### src/rtl/id_ex_stage.sv
//==============================================================================
// Module   : id_ex_stage
// Purpose  : ID/EX pipeline register for the RISC-V core. Captures decoded
//            fields, resolves source operands (EX > MEM > WB > register file),
//            inserts a one-cycle bubble on load-use and honours EX stall/flush.
// Revision : 1.0 - initial release
//==============================================================================
`default_nettype none

module id_ex_stage #(
    parameter int XLEN   = 32,
    parameter int CTRL_W = 12
) (
    input  logic              clk,
    input  logic              rst_n,
    // decode side
    input  logic              id_valid,
    input  logic [XLEN-1:0]   id_pc,
    input  logic [4:0]        id_rs1,
    input  logic [4:0]        id_rs2,
    input  logic [4:0]        id_rd,
    input  logic [XLEN-1:0]   id_imm,
    input  logic [CTRL_W-1:0] id_ctrl,
    input  logic              id_is_load,
    input  logic              id_we,
    // register file read data
    input  logic [XLEN-1:0]   reg_a,
    input  logic [XLEN-1:0]   reg_b,
    // forwarding sources
    input  logic              exr_valid,
    input  logic [XLEN-1:0]   exr_data,
    input  logic              mem_we,
    input  logic [4:0]        mem_rd,
    input  logic [XLEN-1:0]   mem_data,
    input  logic              wb_we,
    input  logic [4:0]        wb_rd,
    input  logic [XLEN-1:0]   wb_data,
    // downstream control
    input  logic              ex_stall,
    input  logic              ex_flush,
    // outputs
    output logic              id_stall,
    output logic              ex_valid,
    output logic [XLEN-1:0]   ex_pc,
    output logic [XLEN-1:0]   ex_imm,
    output logic [XLEN-1:0]   ex_rs1_val,
    output logic [XLEN-1:0]   ex_rs2_val,
    output logic [4:0]        ex_rd,
    output logic [CTRL_W-1:0] ex_ctrl,
    output logic              ex_is_load,
    output logic              ex_we
);

    logic            ex_fwd_en;
    logic            load_use;
    logic [XLEN-1:0] rs1_val;
    logic [XLEN-1:0] rs2_val;

    // Operand priority: x0, then youngest producer (EX), MEM, WB, register file.
    // The rd==0 case needs no explicit test: rs is nonzero whenever a match is tried.
    function automatic logic [XLEN-1:0] resolve(
        input logic [4:0]      rs,
        input logic [XLEN-1:0] rf_val,
        input logic            ex_en,
        input logic [4:0]      ex_dst,
        input logic [XLEN-1:0] ex_res,
        input logic            m_we,
        input logic [4:0]      m_rd,
        input logic [XLEN-1:0] m_data,
        input logic            w_we,
        input logic [4:0]      w_rd,
        input logic [XLEN-1:0] w_data
    );
        logic [XLEN-1:0] val;
        if (rs == 5'd0)                  val = '0;
        else if (ex_en && ex_dst == rs)  val = ex_res;
        else if (m_we && m_rd == rs)     val = m_data;
        else if (w_we && w_rd == rs)     val = w_data;
        else                             val = rf_val;
        return val;
    endfunction

    // Hazard detection, stall request and operand resolution.
    always_comb begin
        ex_fwd_en = ex_valid & ex_we & exr_valid & ~ex_is_load;
        load_use  = ex_valid & ex_is_load & ex_we & (ex_rd != 5'd0) & id_valid &
                    ((ex_rd == id_rs1) | (ex_rd == id_rs2));
        // Forced low while reset is asserted so decode is released together
        // with the cleared stage.
        id_stall  = rst_n & ~ex_flush & (ex_stall | load_use);
        rs1_val   = resolve(id_rs1, reg_a, ex_fwd_en, ex_rd, exr_data,
                            mem_we, mem_rd, mem_data, wb_we, wb_rd, wb_data);
        rs2_val   = resolve(id_rs2, reg_b, ex_fwd_en, ex_rd, exr_data,
                            mem_we, mem_rd, mem_data, wb_we, wb_rd, wb_data);
    end

    // Stage register: flush > stall hold > load-use bubble > capture.
    always_ff @(posedge clk or negedge rst_n) begin
        if (!rst_n) begin
            ex_valid   <= 1'b0;
            ex_pc      <= '0;
            ex_imm     <= '0;
            ex_rs1_val <= '0;
            ex_rs2_val <= '0;
            ex_rd      <= '0;
            ex_ctrl    <= '0;
            ex_is_load <= 1'b0;
            ex_we      <= 1'b0;
        end else if (ex_flush) begin
            ex_valid   <= 1'b0;
        end else if (ex_stall) begin
            ex_valid   <= ex_valid;
        end else if (load_use) begin
            ex_valid   <= 1'b0;
        end else begin
            ex_valid   <= id_valid;
            ex_pc      <= id_pc;
            ex_imm     <= id_imm;
            ex_rs1_val <= rs1_val;
            ex_rs2_val <= rs2_val;
            ex_rd      <= id_rd;
            ex_ctrl    <= id_ctrl;
            ex_is_load <= id_is_load;
            ex_we      <= id_we;
        end
    end

endmodule

`default_nettype wire

### config.mk
export PLATFORM = sky130hd
export DESIGN_NAME = id_ex_stage
export DESIGN_NICKNAME = d
export VERILOG_FILES = /design/src/rtl/id_ex_stage.sv
export SDC_FILE = /design/constraint.sdc
export NUM_CORES = 1
export LEC_CHECK = 0
export ABC_AREA = 1
export BUFFER_PORTS_ARGS = -buffer_cell sky130_fd_sc_hd__buf_2
export CAP_MARGIN = 20
export CORE_AREA = 2 2 162 164
export DETAILED_ROUTE_END_ITERATION = 12
export DIE_AREA = 0 0 164 166
export SETUP_SLACK_MARGIN = 0.2
export SYNTH_ARGS = -nofsm -noshare
export SYNTH_HDL_FRONTEND = slang
export SYNTH_SLANG_ARGS = --single-unit
### constraint.sdc
create_clock -name clk -period 2.1 [get_ports clk]
set_input_delay 0.315 -clock clk [delete_from_list [all_inputs] [get_ports clk]]
set_output_delay 0.315 -clock clk [all_outputs]
set_load 0.02 [all_outputs]
* Word level (Yosys, flattened, before mapping)
Index checks and enable logic that the tools add are counted.
** Storage, ports and cells
- Flip-flop bits (word level) :: 148
- Bits of input ports :: 271
- Output and inout port bits :: 149
- Word-level logic and storage cells :: 53
** Operators by class
- Eq/ne operators :: 7
- Mux-type cells :: 11
- Bitwise logic cells :: 16
- Reductions and logical operators :: 10
** Operators with widths (count)
- $mux 32 :: 8
- $eq 5x5->1 :: 6
- $and 1x1->1 :: 10
- $logic_not 5->1 :: 2
- $logic_and 1x1->1 :: 6
- $reduce_bool 5->1 :: 1
- $not 1->1 :: 4
- $mux 1 :: 3
- $reduce_and 3->1 :: 1
- $ne 2x1->1 const B :: 1
- $or 1x1->1 :: 2

* Depth between registers and ports, before layout
Gate-level depths: netlist of run 1.
- Depth after elaboration :: 8
- Mapped depth :: 12
- Gate-level depth less buffers :: 11

* Worst setup path after synthesis of run 1
OpenSTA, ideal clock, no wires.
- Path kind :: register -> output
- Start :: reg ex_rd[4]
- End :: out id_stall
- Arrival time :: 1458 ps
- Data required time :: 1785 ps
- Setup slack :: 327 ps
- Cell stages (with the launch flop) :: 11
- Path buffers :: 0
- Cell sequence :: dfrtp_1 -> inv_1 -> nand2_1 -> nand2_1 -> nor2_1 -> nand3_1 -> nand2_1 -> nand2_2 -> nand2_1 -> nand2_1 -> nor2_1
** Between the ends
- Longest elaborated chain between the ends :: 6
- Elaborated cells on any way between the ends :: 9
- Classes of those cells :: eq/ne (2); bitwise (6); reduce/logical (1)
** RTL lines
- start, declared :: line 48 : output logic [4:0] ex_rd,
- start signal, assigned :: line 121 : ex_rd <= id_rd;
- $reduce_bool 5->1 :: line 86 : load_use = ex_valid & ex_is_load & ex_we & (ex_rd != 5'd0) & id_valid &
- $and 1x1->1 (2 in a row) :: line 86
- $and 1x1->1 * :: line 86
- $or 1x1->1 * :: line 90 : id_stall = rst_n & ~ex_flush & (ex_stall | load_use);
- $and 1x1->1 * :: line 90
- end, declared :: line 42 : output logic id_stall,
Every way passes the cells marked *; elsewhere a longest branch is shown, timed or not.

* Final worst setup path of run 1
- Start :: reg ex_rd[1]
- End :: out id_stall
Same word-level chain as after synthesis.

==> impl_metrics.prom, run 1 <==
# TYPE chip_impl_metric gauge
chip_impl_info{name="startpoint_type",value="flop"} 1
chip_impl_metric{name="final-max-slew-violation-count",unit=""} 0
chip_impl_metric{name="total_half_perimeter_wirelength_after_legalization_and_detailed_placement",unit="microns"} 24020
chip_impl_metric{name="skew",unit="ps"} 14.07
chip_impl_metric{name="core_area",unit="sq um"} 25620
chip_impl_metric{name="number_of_antenna_violations_at_the_first_check_in_global_routing",unit=""} 7
chip_impl_metric{name="grt_max_degree",unit=""} 85
chip_impl_metric{name="rows",unit=""} 59
chip_impl_metric{name="grt_remaining_overflow",unit=""} 0
chip_impl_metric{name="floorplan.die.height",unit="microns"} 166
chip_impl_metric{name="area_delta_synth_final",unit="%"} 46.08
chip_impl_metric{name="leakagePower",unit="nW"} 7.942
chip_impl_metric{name="syn-cell-area",unit="sq um"} 8949
chip_impl_metric{name="synth_top_area_share",unit="%"} 41.39
chip_impl_metric{name="die_w",unit="microns"} 164
chip_impl_metric{name="route.detailed.drc",unit=""} 0
chip_impl_metric{name="cts.sinks",unit=""} 148
chip_impl_metric{name="cp_data_required_time",unit="ps"} 1780
chip_impl_metric{name="arrival",unit="ps"} 1780
chip_impl_metric{name="postSynthAreaPerCell",unit="sq um"} 6.320
chip_impl_metric{name="clock_tree.htree_level_count",unit=""} 4
chip_impl_metric{name="place_area",unit="sq um"} 11470
chip_impl_metric{name="grt_pass1_vias",unit=""} 9666
chip_impl_metric{name="clock_insertion_delay_worst_skew",unit="ps"} 430
chip_impl_metric{name="ys_async_sr_fraction",unit="%"} 100.0
chip_impl_metric{name="post_layout_nonfiller_instances",unit=""} 2209
chip_impl_info{name="setup_repair_after_global_routing_missed_its_margin",value="true"} 1
chip_impl_metric{name="track_usage",unit="%"} 24.11
chip_impl_info{name="post_synth_main_area_contributors",value="sky130_fd_sc_hd__dfrtp_1 (41%), sky130_fd_sc_hd__nand2_1 (26%), sky130_fd_sc_hd__inv_1 (7.6%), sky130_fd_sc_hd__nand3_1 (7.6%), sky130_fd_sc_hd__nor2_1 (6.0%)"} 1
chip_impl_metric{name="nets",unit=""} 2129
chip_impl_metric{name="fmax",unit="GHz"} 0.4768
chip_impl_metric{name="pre_cts_setup_slack",unit="ps"} 211.8
chip_impl_metric{name="max_slew.worst_pin.slew",unit="ps"} 503.5
chip_impl_metric{name="ys_seq_area_share",unit="%"} 41.39
chip_impl_metric{name="place_congestion",unit=""} 0.8780
chip_impl_info{name="path_class",value="flop to primary output"} 1
chip_impl_info{name="end_kind",value="primary output"} 1
chip_impl_metric{name="pwr_density_cell",unit="nW/um^2"} 703.7
chip_impl_metric{name="synthCells",unit=""} 1416
chip_impl_metric{name="cts_buffers",unit=""} 17
chip_impl_metric{name="final_layout_size_suffix_gt1_share",unit="%"} 30.09
chip_impl_metric{name="initial_core_utilization",unit="%"} 34.93
chip_impl_metric{name="place.detailed.instances",unit=""} 2122
chip_impl_metric{name="final.period_utilization",unit="%"} 99.87
chip_impl_metric{name="count_of_cell_types_in_the_netlist",unit=""} 23
chip_impl_info{name="yosys_most_used_dff",value="sky130_fd_sc_hd__dfrtp_1"} 1
chip_impl_metric{name="ys.warnings.count",unit=""} 0
chip_impl_metric{name="drt_iter0_markers",unit=""} 806
chip_impl_metric{name="total_power",unit="W"} 0.009199
chip_impl_metric{name="layout_setup_ws",unit="ps"} 2.634
chip_impl_info{name="netlist.top_cell.by_area",value="sky130_fd_sc_hd__dfrtp_1"} 1
chip_impl_metric{name="clock_buffer_depth",unit=""} 2
chip_impl_metric{name="finalSetupViolCount",unit=""} 0
chip_impl_metric{name="ir_worst_vdd",unit="mV"} 0.4660
chip_impl_metric{name="timing.slew.headroom",unit="%"} 66.44
chip_impl_metric{name="first_pass_grt_wire_length",unit="microns"} 51420
chip_impl_metric{name="final_period_minus_worst_setup_slack",unit="ps"} 2097
chip_impl_metric{name="route.antenna.remaining_nets",unit=""} 0
chip_impl_metric{name="wl_per_cell",unit="microns"} 17.73
chip_impl_metric{name="synth_enable_flop_cells",unit=""} 0
chip_impl_info{name="synth.cells.most_frequent",value="sky130_fd_sc_hd__nand2_1 (631), sky130_fd_sc_hd__inv_1 (182), sky130_fd_sc_hd__dfrtp_1 (148)"} 1
chip_impl_metric{name="clk_pin_slew",unit="ps"} 80
chip_impl_info{name="status",value="finished clean"} 1
chip_impl_metric{name="hold_viol",unit=""} 0
chip_impl_metric{name="finish.instance_area",unit="sq um"} 13070
chip_impl_info{name="cts_tree",value="yes"} 1
chip_impl_info{name="synth_most_common_cell",value="sky130_fd_sc_hd__nand2_1"} 1
chip_impl_metric{name="route.vias.total",unit=""} 10678
chip_impl_info{name="hp-class",value="input port to flop"} 1
chip_impl_metric{name="io_pins",unit=""} 420
chip_impl_metric{name="place.port_buffers",unit=""} 419
chip_impl_metric{name="crit_fanout",unit=""} 4
chip_impl_metric{name="detailed_route_vias_per_instance",unit=""} 4.834
chip_impl_metric{name="dr.pass1.iters",unit=""} 5
chip_impl_metric{name="die-area",unit="sq um"} 27220
chip_impl_metric{name="drv.max_cap_violation_count",unit=""} 0
chip_impl_metric{name="wirelength",unit="microns"} 39180
chip_impl_metric{name="synth_nets",unit=""} 1687
chip_impl_info{name="cts.root.buffer_cell",value="sky130_fd_sc_hd__clkbuf_16"} 1
chip_impl_metric{name="synth.ff_latch_count",unit=""} 148
==> registers in the layout (all words and copies together), names as in the netlist <==
register    cells
ex_valid        1
ex_rd           5
ex_imm         32
ex_ctrl        12
ex_pc          32
ex_we           1
ex_rs2_val     32
ex_is_load      1
ex_rs1_val     32
==> cells in the final DEF (no fill, tap or decap), types with 2 or more instances in the layout <==
master / Yosys / routed
sky130_fd_sc_hd__inv_8: 0 / 4
sky130_fd_sc_hd__dfrtp_2: 0 / 3
sky130_fd_sc_hd__nor2_1: 144 / 139
sky130_fd_sc_hd__nand4_1: 4 / 4
sky130_fd_sc_hd__inv_1: 182 / 180
sky130_fd_sc_hd__xnor2_1: 2 / 2
sky130_fd_sc_hd__clkinv_8: 0 / 2
sky130_fd_sc_hd__nand3_2: 2 / 4
sky130_fd_sc_hd__nor3_1: 2 / 2
sky130_fd_sc_hd__a21oi_1: 2 / 2
sky130_fd_sc_hd__buf_6: 10 / 13
sky130_fd_sc_hd__nand3_1: 136 / 134
sky130_fd_sc_hd__inv_6: 0 / 5
sky130_fd_sc_hd__diode_2: 0 / 3
sky130_fd_sc_hd__nor2_4: 2 / 4
sky130_fd_sc_hd__o21ai_0: 6 / 5
sky130_fd_sc_hd__buf_12: 0 / 27
sky130_fd_sc_hd__dfrtp_1: 148 / 145
sky130_fd_sc_hd__buf_8: 0 / 2
sky130_fd_sc_hd__xor2_1: 2 / 2
sky130_fd_sc_hd__clkbuf_16: 0 / 36
sky130_fd_sc_hd__inv_2: 9 / 10
sky130_fd_sc_hd__o21ai_1: 66 / 67
sky130_fd_sc_hd__buf_16: 0 / 2
sky130_fd_sc_hd__clkinv_4: 0 / 2
sky130_fd_sc_hd__nand2_2: 1 / 7
sky130_fd_sc_hd__nand2_1: 631 / 625
sky130_fd_sc_hd__nor2_2: 4 / 7
sky130_fd_sc_hd__buf_2: 43 / 417
sky130_fd_sc_hd__clkinvlp_4: 0 / 2
sky130_fd_sc_hd__buf_4: 0 / 13
==> final cells by class <==
class,count,area [sq um]
antenna,3,7.507
clock buffer,17,425.4
clock inverter,15,163.9
fill,2582,12540
inverter,191,729.5
multi-input combinational,1005,4169
sequential,148,3707
tap,335,419.2
timing repair buffer,494,3442
timing repair inverter,1,8.758
==> critical path, cell delays in order, from the launching register on <==
cell and delay, ps:
sky130_fd_sc_hd__dfrtp_2 440, sky130_fd_sc_hd__buf_6 130, sky130_fd_sc_hd__buf_6 110, sky130_fd_sc_hd__nor2_4 90, sky130_fd_sc_hd__nand4_1 90, sky130_fd_sc_hd__nand4_1 80
sky130_fd_sc_hd__inv_1 50, sky130_fd_sc_hd__nand2_2 60, sky130_fd_sc_hd__nand2_1 50, sky130_fd_sc_hd__nand2_1 60, sky130_fd_sc_hd__nor2_1 40, sky130_fd_sc_hd__buf_4 150
==> logic make-up after synthesis <==
logic type | share of synthesized area (%)
buffers and inverters | 12.56
xor gates and xnor gates | 0.3916
and+or+nand+nor | 41.53
AOI/OAI and AO/OA | 4.139
DFF | 41.39
==> final timing paths <==
check | from | to | slack [ps] | depth (start not counted)
setup / recovery | ex_rd[1]$_DFFE_PN0P_ | id_stall | 3 | 11
max in group asynchronous | rst_n | ex_rs1_val[23]$_DFFE_PN0P_ | 1170 | 3
setup reg to reg | ex_rd[1]$_DFFE_PN0P_ | ex_pc[21]$_DFFE_PN0P_ | 10 | 13
hold reg to reg | ex_pc[1]$_DFFE_PN0P_ | ex_pc[1]$_DFFE_PN0P_ | 480 | 2
hold / removal | id_ctrl[3] | ex_ctrl[3]$_DFFE_PN0P_ | 70 | 3
min in group asynchronous | rst_n | ex_rd[3]$_DFFE_PN0P_ | 500 | 3
==> metrics by stage <==
stage / hold slack, ps / utilization [%] / setup TNS (ps)
2_1_floorplan: 19.41 / - / 0
3_3_place_gp: 423.2 / 44.78 / 0
3_5_place_dp: 421.0 / 44.78 / 0
4_1_cts: 62.03 / 47.42 / 0
5_1_grt: 61.87 / 51.02 / -7479
6_report: 74.52 / 51.03 / 0
==> where the power goes <==
group	switching [W]	internal, W	leakage (nW)
sequential	0.000232	0.00323	1.83
clock	0.00148	0.00169	0.285
combinational	0.00160	0.000967	5.83
==> routing by layer <==
metal	vias to the layer above	GRT usage (%)	wire, microns
met3	77	6.394	3500
met4	8	9.115	1040
met2	530	41.03	19080
met1	4927	28.99	15500
met5	-	0	50
li1	5136	-	-
==> timing repair <==
action,in CTS,in global routing
hold buffers,1,0
buffers inserted,7,13
setup endpoints to repair,7,149
endpoints found under the hold margin,110,0
pin swaps,2,9
gates cloned,0,31
gates resized for setup,9,51
Power figures use the tool's default switching activity.
==> run 2: changes to the inputs <==
- SETUP_SLACK_MARGIN: 0.2 -> unset
- SLEW_MARGIN: unset -> 20
==> run 2 against run 1 <==
Sequential power about the same. Worst hold slack improved by 1.7 ps. Critical path depth decreased by 1. Final cell count decreased by 1.9%. Core utilization decreased by 3.4 points. Via count decreased by 5.1%. Setup slack improved by 55 ps. Non-clock buffer count decreased by 41. Power decreased by 2.8%. Critical endpoint unchanged. Largest power group unchanged. First-iteration DRC count decreased by 11%. Wire length decreased by 15%. Combinational power decreased by 8.6%.
==> impl_metrics.prom, run 2 (synthesis results as in run 1) <==
# TYPE chip_impl_metric gauge
chip_impl_info{name="status",value="finished clean"} 1
chip_impl_metric{name="crit_fanout",unit=""} 5
chip_impl_metric{name="wirelength",unit="microns"} 33490
chip_impl_metric{name="drv.max_cap_violation_count",unit=""} 0
chip_impl_info{name="end_kind",value="primary output"} 1
chip_impl_metric{name="max_slew.worst_pin.slew",unit="ps"} 455.0
chip_impl_metric{name="fmax",unit="GHz"} 0.4896
chip_impl_metric{name="leakagePower",unit="nW"} 7.520
chip_impl_metric{name="timing.slew.headroom",unit="%"} 69.67
chip_impl_metric{name="route.antenna.remaining_nets",unit=""} 0
chip_impl_info{name="startpoint_type",value="flop"} 1
chip_impl_metric{name="clock_insertion_delay_worst_skew",unit="ps"} 430
chip_impl_metric{name="drt_iter0_markers",unit=""} 720
chip_impl_metric{name="arrival",unit="ps"} 1730
chip_impl_metric{name="core_area",unit="sq um"} 25620
chip_impl_metric{name="place_congestion",unit=""} 0.8780
chip_impl_metric{name="clock_tree.htree_level_count",unit=""} 4
chip_impl_metric{name="post_layout_nonfiller_instances",unit=""} 2167
chip_impl_info{name="cts_tree",value="yes"} 1
chip_impl_info{name="cts.root.buffer_cell",value="sky130_fd_sc_hd__clkbuf_16"} 1
chip_impl_metric{name="die_w",unit="microns"} 164
chip_impl_metric{name="grt_remaining_overflow",unit=""} 0
chip_impl_metric{name="wl_met3",unit="microns"} 2853
chip_impl_metric{name="final_layout_size_suffix_gt1_share",unit="%"} 28.32
chip_impl_metric{name="ir_worst_vdd",unit="mV"} 0.4881
chip_impl_info{name="top_layer_used",value="met5"} 1
chip_impl_metric{name="rows",unit=""} 59
chip_impl_metric{name="total_half_perimeter_wirelength_after_legalization_and_detailed_placement",unit="microns"} 24020
chip_impl_metric{name="detailed_route_vias_per_instance",unit=""} 4.675
chip_impl_metric{name="number_of_antenna_violations_at_the_first_check_in_global_routing",unit=""} 7
chip_impl_metric{name="final-max-slew-violation-count",unit=""} 0
chip_impl_metric{name="die-area",unit="sq um"} 27220
chip_impl_metric{name="route.vias.total",unit=""} 10130
chip_impl_metric{name="area_delta_synth_final",unit="%"} 36.24
chip_impl_info{name="mostFrequentLayoutCell",value="sky130_fd_sc_hd__nand2_1"} 1
chip_impl_metric{name="wl_met2",unit="microns"} 16140
chip_impl_metric{name="dr.pass1.iters",unit=""} 5
chip_impl_info{name="timing.hold.worst.start",value="id_ctrl[3]"} 1
chip_impl_info{name="min_to",value="ex_ctrl[3]$_DFFE_PN0P_"} 1
chip_impl_metric{name="grt_max_degree",unit=""} 85
chip_impl_metric{name="place.port_buffers",unit=""} 419
chip_impl_metric{name="floorplan.die.height",unit="microns"} 166
chip_impl_metric{name="clk_pin_slew",unit="ps"} 70
chip_impl_metric{name="io_pins",unit=""} 420
chip_impl_metric{name="setup_tns",unit="ps"} 0
chip_impl_metric{name="worst-r2r-cell-count",unit=""} 13
chip_impl_info{name="regToRegEndpoint",value="ex_rs1_val[29]$_DFFE_PN0P_"} 1
chip_impl_metric{name="skew",unit="ps"} 14.93
chip_impl_info{name="most_used_cells_in_the_layout_excluding_fill_and_tap_cells",value="sky130_fd_sc_hd__nand2_1 (629), sky130_fd_sc_hd__buf_2 (417), sky130_fd_sc_hd__inv_1 (179)"} 1
chip_impl_metric{name="place.detailed.instances",unit=""} 2122
chip_impl_metric{name="wl_per_cell",unit="microns"} 15.45
chip_impl_metric{name="route.detailed.drc",unit=""} 0
chip_impl_metric{name="finalSetupViolCount",unit=""} 0
chip_impl_metric{name="cts_buffers",unit=""} 17
chip_impl_metric{name="cp_data_required_time",unit="ps"} 1780
chip_impl_metric{name="setup_slack_reg_to_reg",unit="ps"} 150
chip_impl_info{name="setup_repair_after_global_routing_missed_its_margin",value="true"} 1
chip_impl_metric{name="nets",unit=""} 2087
chip_impl_info{name="path_class",value="flop to primary output"} 1
chip_impl_metric{name="grt_pass1_vias",unit=""} 9662
chip_impl_metric{name="track_usage",unit="%"} 24.11
chip_impl_info{name="r2r-start",value="ex_rd[1]$_DFFE_PN0P_"} 1
chip_impl_metric{name="met1Wirelength",unit="microns"} 13560
chip_impl_metric{name="pwr_density_cell",unit="nW/um^2"} 733.4
chip_impl_metric{name="final.period_utilization",unit="%"} 97.27
chip_impl_metric{name="final_period_minus_worst_setup_slack",unit="ps"} 2043
chip_impl_metric{name="first_pass_grt_wire_length",unit="microns"} 51410
chip_impl_metric{name="hold-path-cell-count",unit=""} 3
chip_impl_metric{name="initial_core_utilization",unit="%"} 34.93
chip_impl_metric{name="cts.sinks",unit=""} 148
chip_impl_metric{name="hold_viol",unit=""} 0
chip_impl_info{name="hp-class",value="input port to flop"} 1
chip_impl_metric{name="clock_buffer_depth",unit=""} 2
[run 2: power by group]
part / internal (W) / switching (W) / total (W)
Clock: 0.00169 / 0.00146 / 0.00315
Combinational: 0.000835 / 0.00150 / 0.00234
Sequential: 0.00323 / 0.000228 / 0.00345
[run 2: worst max path at each step]
stage                               from                         to  slack, ps  cells after the start
CTS                 ex_rd[1]$_DFFE_PN0P_                   id_stall         10                     11
detailed placement  ex_rd[1]$_DFFE_PN0P_  ex_rs2_val[9]$_DFFE_PN0P_        210                     11
global placement    ex_rd[1]$_DFFE_PN0P_      ex_imm[1]$_DFFE_PN0P_        220                     11
floorplan           ex_rd[4]$_DFFE_PN0P_                   id_stall        330                     10
finish              ex_rd[1]$_DFFE_PN0P_                   id_stall         60                     10
global route        ex_rd[1]$_DFFE_PN0P_                   id_stall        -70                     10
[run 2: layout make-up]
class | count | area [sq um]
fillers | 2691 | 13420
multi-input cells | 1005 | 4159
flip-flops and latches | 148 | 3707
repair buffers | 453 | 2592
inverters | 191 | 716.9
clock buffers | 17 | 425.4
well taps | 335 | 419.2
clock inverters | 15 | 163.9
diodes | 3 | 7.507
[run 2: routing by layer]
layer	track usage [%]	vias to the layer above
met5	0	-
met2	41.03	416
met3	6.394	67
met1	28.99	4596
li1	-	5043
met4	9.115	8
[run 2: through the flow]
step | util, % | hold slack [ps] | power [W] | instance area [sq um] | setup WS [ps]
2_1_floorplan | - | 19.41 | 0.004739 | 8949 | 326.6
3_3_place_gp | 44.78 | 423.2 | 0.005796 | 11470 | 223.0
3_5_place_dp | 44.78 | 421.0 | 0.005811 | 11470 | 211.8
4_1_cts | 47.37 | 62.03 | 0.009006 | 12140 | 13.15
5_1_grt | 47.58 | 63.81 | 0.009423 | 12190 | -73.25
6_report | 47.59 | 76.22 | 0.008942 | 12190 | 57.37
[run 2: worst max-delay path, cell delays in order, from the launching register on]
cell and delay, ps:
sky130_fd_sc_hd__dfrtp_2 460, sky130_fd_sc_hd__nand2_1 100, sky130_fd_sc_hd__nand2_1 70, sky130_fd_sc_hd__nor2_2 130, sky130_fd_sc_hd__nand3_2 110, sky130_fd_sc_hd__nand2_2 80, sky130_fd_sc_hd__nand2_2 50, sky130_fd_sc_hd__nand2_1 50
sky130_fd_sc_hd__nand2_1 40, sky130_fd_sc_hd__nor2_1 80, sky130_fd_sc_hd__buf_4 150
[run 2: timing repair]
action	CTS	global route
setup buffers	7	4
hold buffers	1	0
gates resized for setup	8	11
endpoints found under the setup margin	1	4
endpoints found under the hold margin	110	0
pin swaps	2	5
==> run 3: changes to the inputs <==
- PLACE_DENSITY: unset -> 0.59
==> run 3 against run 2 <==
Highest routed layer unchanged. Fmax fell by 4.3%. Register-to-register slack got worse by 100 ps. Clock power down 2%. Largest cell class unchanged. Power about the same. Clock-buffer cell count stayed put. Combinational power grew 2%. First-iteration DRC count rose by 5.1%. Clock skew grew 1.5 ps. Setup slack worse by 93 ps. Sequential cell count stayed put. Via count rose by 1.6%. Worst hold slack worse by 140 ps. The flow now finishes with violations (hold timing, setup timing).
==> impl_metrics.prom, run 3 (synthesis results as in run 1) <==
# TYPE chip_impl_metric gauge
chip_impl_metric{name="leakagePower",unit="nW"} 7.620
chip_impl_metric{name="cts_buffers",unit=""} 17
chip_impl_metric{name="skew",unit="ps"} 16.39
chip_impl_metric{name="first_pass_grt_wire_length",unit="microns"} 52590
chip_impl_metric{name="max_slew.worst_pin.slew",unit="ps"} 990.9
chip_impl_metric{name="final_layout_size_suffix_gt1_share",unit="%"} 29.42
chip_impl_metric{name="clock_insertion_delay_worst_skew",unit="ps"} 440
chip_impl_metric{name="final.period_utilization",unit="%"} 101.7
chip_impl_metric{name="route.detailed.drc",unit=""} 0
chip_impl_info{name="cts_tree",value="yes"} 1
chip_impl_metric{name="globalRouteMet3Util",unit="%"} 6.918
chip_impl_metric{name="wl_per_cell",unit="microns"} 16.29
chip_impl_metric{name="hold_viol",unit=""} 18
chip_impl_metric{name="grt.met2_usage",unit="%"} 40.56
chip_impl_metric{name="rows",unit=""} 59
chip_impl_metric{name="p_comb_share",unit="%"} 26.7
chip_impl_metric{name="met1_usage",unit="%"} 30.80
chip_impl_metric{name="total_half_perimeter_wirelength_after_legalization_and_detailed_placement",unit="microns"} 24680
chip_impl_metric{name="multi_input_area",unit="sq um"} 4200
chip_impl_metric{name="pwr_density_cell",unit="nW/um^2"} 718.9
chip_impl_info{name="mostFrequentLayoutCell",value="sky130_fd_sc_hd__nand2_1"} 1
chip_impl_metric{name="grt_max_degree",unit=""} 149
chip_impl_metric{name="netSwitchingFraction",unit="%"} 36.45
chip_impl_info{name="status",value="finished with violations"} 1
chip_impl_info{name="end_kind",value="primary output"} 1
chip_impl_info{name="path_class",value="flop to primary output"} 1
chip_impl_info{name="startpoint_type",value="flop"} 1
chip_impl_metric{name="setup_slack_reg_to_reg",unit="ps"} 50
chip_impl_metric{name="sequential_cell_area",unit="sq um"} 3707
chip_impl_metric{name="die-area",unit="sq um"} 27220
chip_impl_metric{name="finish.instance_area",unit="sq um"} 12430
chip_impl_metric{name="clock_buffer_depth",unit=""} 2
chip_impl_metric{name="die_w",unit="microns"} 164
chip_impl_metric{name="place_area",unit="sq um"} 11510
chip_impl_info{name="gr-max-usage-layer",value="met2"} 1
chip_impl_metric{name="share_clk_of_total_power",unit="%"} 34.7
chip_impl_metric{name="clk_pin_slew",unit="ps"} 80
chip_impl_metric{name="final.hold.worst_slack",unit="ps"} -64.16
chip_impl_metric{name="crit_fanout",unit=""} 6
chip_impl_info{name="setup_repair_after_global_routing_missed_its_margin",value="true"} 1
chip_impl_metric{name="grt_remaining_overflow",unit=""} 0
chip_impl_metric{name="ir_worst_vdd",unit="mV"} 0.3931
chip_impl_metric{name="clock_tree.htree_level_count",unit=""} 4
chip_impl_metric{name="nets",unit=""} 2097
chip_impl_info{name="failing_checks",value="hold timing, setup timing"} 1
chip_impl_metric{name="place.port_buffers",unit=""} 419
chip_impl_metric{name="floorplan.die.height",unit="microns"} 166
chip_impl_metric{name="power.sequential.fraction",unit="%"} 38.6
chip_impl_metric{name="final_period_minus_worst_setup_slack",unit="ps"} 2135
chip_impl_metric{name="layout_setup_ws",unit="ps"} -35.49
chip_impl_metric{name="core_area",unit="sq um"} 25620
chip_impl_metric{name="finalSetupViolCount",unit=""} 1
chip_impl_info{name="hp-class",value="input port to asynchronous set/reset pin"} 1
chip_impl_metric{name="io_pins",unit=""} 420
chip_impl_metric{name="number_of_antenna_violations_at_the_first_check_in_global_routing",unit=""} 9
chip_impl_metric{name="cts.sinks",unit=""} 148
chip_impl_metric{name="drt_iter0_markers",unit=""} 757
chip_impl_metric{name="track_usage",unit="%"} 24.87
chip_impl_info{name="cts.root.buffer_cell",value="sky130_fd_sc_hd__clkbuf_16"} 1
chip_impl_metric{name="fmax",unit="GHz"} 0.4683
chip_impl_metric{name="area_delta_synth_final",unit="%"} 38.95
chip_impl_info{name="most_used_cells_in_the_layout_excluding_fill_and_tap_cells",value="sky130_fd_sc_hd__nand2_1 (621), sky130_fd_sc_hd__buf_2 (417), sky130_fd_sc_hd__inv_1 (178)"} 1
chip_impl_metric{name="initial_core_utilization",unit="%"} 34.93
chip_impl_metric{name="wirelength",unit="microns"} 35510
chip_impl_metric{name="grt_pass1_vias",unit=""} 9791
chip_impl_metric{name="n_fill_cell",unit=""} 2710
chip_impl_metric{name="drv.max_cap_violation_count",unit=""} 0
chip_impl_metric{name="dr.pass1.iters",unit=""} 5
chip_impl_metric{name="detailed_route_vias_per_instance",unit=""} 4.723
chip_impl_metric{name="timing.slew.headroom",unit="%"} 33.94
chip_impl_metric{name="route.antenna.remaining_nets",unit=""} 0
chip_impl_metric{name="final-max-slew-violation-count",unit=""} 0
chip_impl_metric{name="total_switching_power",unit="W"} 0.003258
chip_impl_metric{name="place_congestion",unit=""} 0.9294
chip_impl_metric{name="power_report.internal_total",unit="W"} 0.005681
chip_impl_metric{name="cp_data_required_time",unit="ps"} 1780
chip_impl_metric{name="route.vias.total",unit=""} 10297
chip_impl_metric{name="arrival",unit="ps"} 1820
-- run 3: area by class of cell --
| type | count | share of cell area [%] |
|---|---|---|
| multi-input cells | 1005 | 33.78 |
| well taps | 335 | 3.371 |
| repair buffers | 462 | 22.22 |
| clock buffers | 17 | 3.421 |
| inverters | 191 | 5.866 |
| repair inverters | 1 | 0.07044 |
| flip-flops and latches | 148 | 29.81 |
| diodes | 6 | 0.1207 |
| clock inverters | 15 | 1.338 |
-- run 3: metal layers --
| layer | wire length, microns | share of wire [%] |
|---|---|---|
| met2 | 16720 | 47 |
| met3 | 3431 | 9.7 |
| met1 | 14270 | 40 |
| met4 | 1051 | 3.0 |
| met5 | 35 | 0.099 |
-- run 3: power groups by stage --
| stage | logic [W] | registers [W] | clock network (W) |
|---|---|---|---|
| final | 0.00239 | 0.00345 | 0.00310 |
| after global routing | 0.00264 | 0.00349 | 0.00330 |
| after CTS | 0.00234 | 0.00345 | 0.00317 |
| after detailed placement | 0.00231 | 0.00350 | 0 |
| after global placement | 0.00231 | 0.00349 | 0 |
| after floorplan | 0.000787 | 0.00395 | 0 |
-- run 3: what timing repair did --
item                                    in CTS  in global routing
gates resized for setup                      8                 34
pin swaps                                    5                 11
setup buffers                                4                  4
hold buffers                                 0                  0
gates cloned                                 0                  6
endpoints found under the setup margin       1                 17
-- run 3: worst paths after layout --
path | to | start | cells past startpoint
max in group asynchronous | ex_rd[1]$_DFFE_PN0P_ | rst_n | 2
setup / recovery | id_stall | ex_rd[0]$_DFFE_PN0P_ | 10
min in group clk | ex_ctrl[0]$_DFFE_PN0P_ | id_ctrl[0] | 3
hold reg to reg | ex_pc[17]$_DFFE_PN0P_ | ex_pc[17]$_DFFE_PN0P_ | 2
hold / removal | ex_rs1_val[2]$_DFFE_PN0P_ | rst_n | 2
setup reg to reg | ex_imm[5]$_DFFE_PN0P_ | ex_rd[0]$_DFFE_PN0P_ | 13
-- run 3: worst max-delay path, cell delays in order (launching register included) --
cell	delay (ps)
sky130_fd_sc_hd__dfrtp_2	460
sky130_fd_sc_hd__nor2_1	120
sky130_fd_sc_hd__nor2_1	60
sky130_fd_sc_hd__nor2_2	120
sky130_fd_sc_hd__nand3_2	130
sky130_fd_sc_hd__nand2_2	90
sky130_fd_sc_hd__nand2_2	50
sky130_fd_sc_hd__nand2_2	60
sky130_fd_sc_hd__nand2_2	50
sky130_fd_sc_hd__nor2_2	110
sky130_fd_sc_hd__buf_6	140
-- run 3: metrics by stage --
| step | TNS (ps) | std cells | setup WS, ps | total power (W) | util [%] |
|---|---|---|---|---|---|
| after floorplan | 0 | 1416 | 326.6 | 0.004739 | - |
| after detailed placement | 0 | 2128 | 152.1 | 0.005810 | 44.93 |
| after global placement | 0 | 2128 | 188.2 | 0.005796 | 44.93 |
| after CTS | -0.8485 | 2164 | -0.8485 | 0.008957 | 47.44 |
| final | -35.49 | 2180 | -35.49 | 0.008939 | 48.54 |
| after global routing | -1875 | 2178 | -151.8 | 0.009435 | 48.52 |
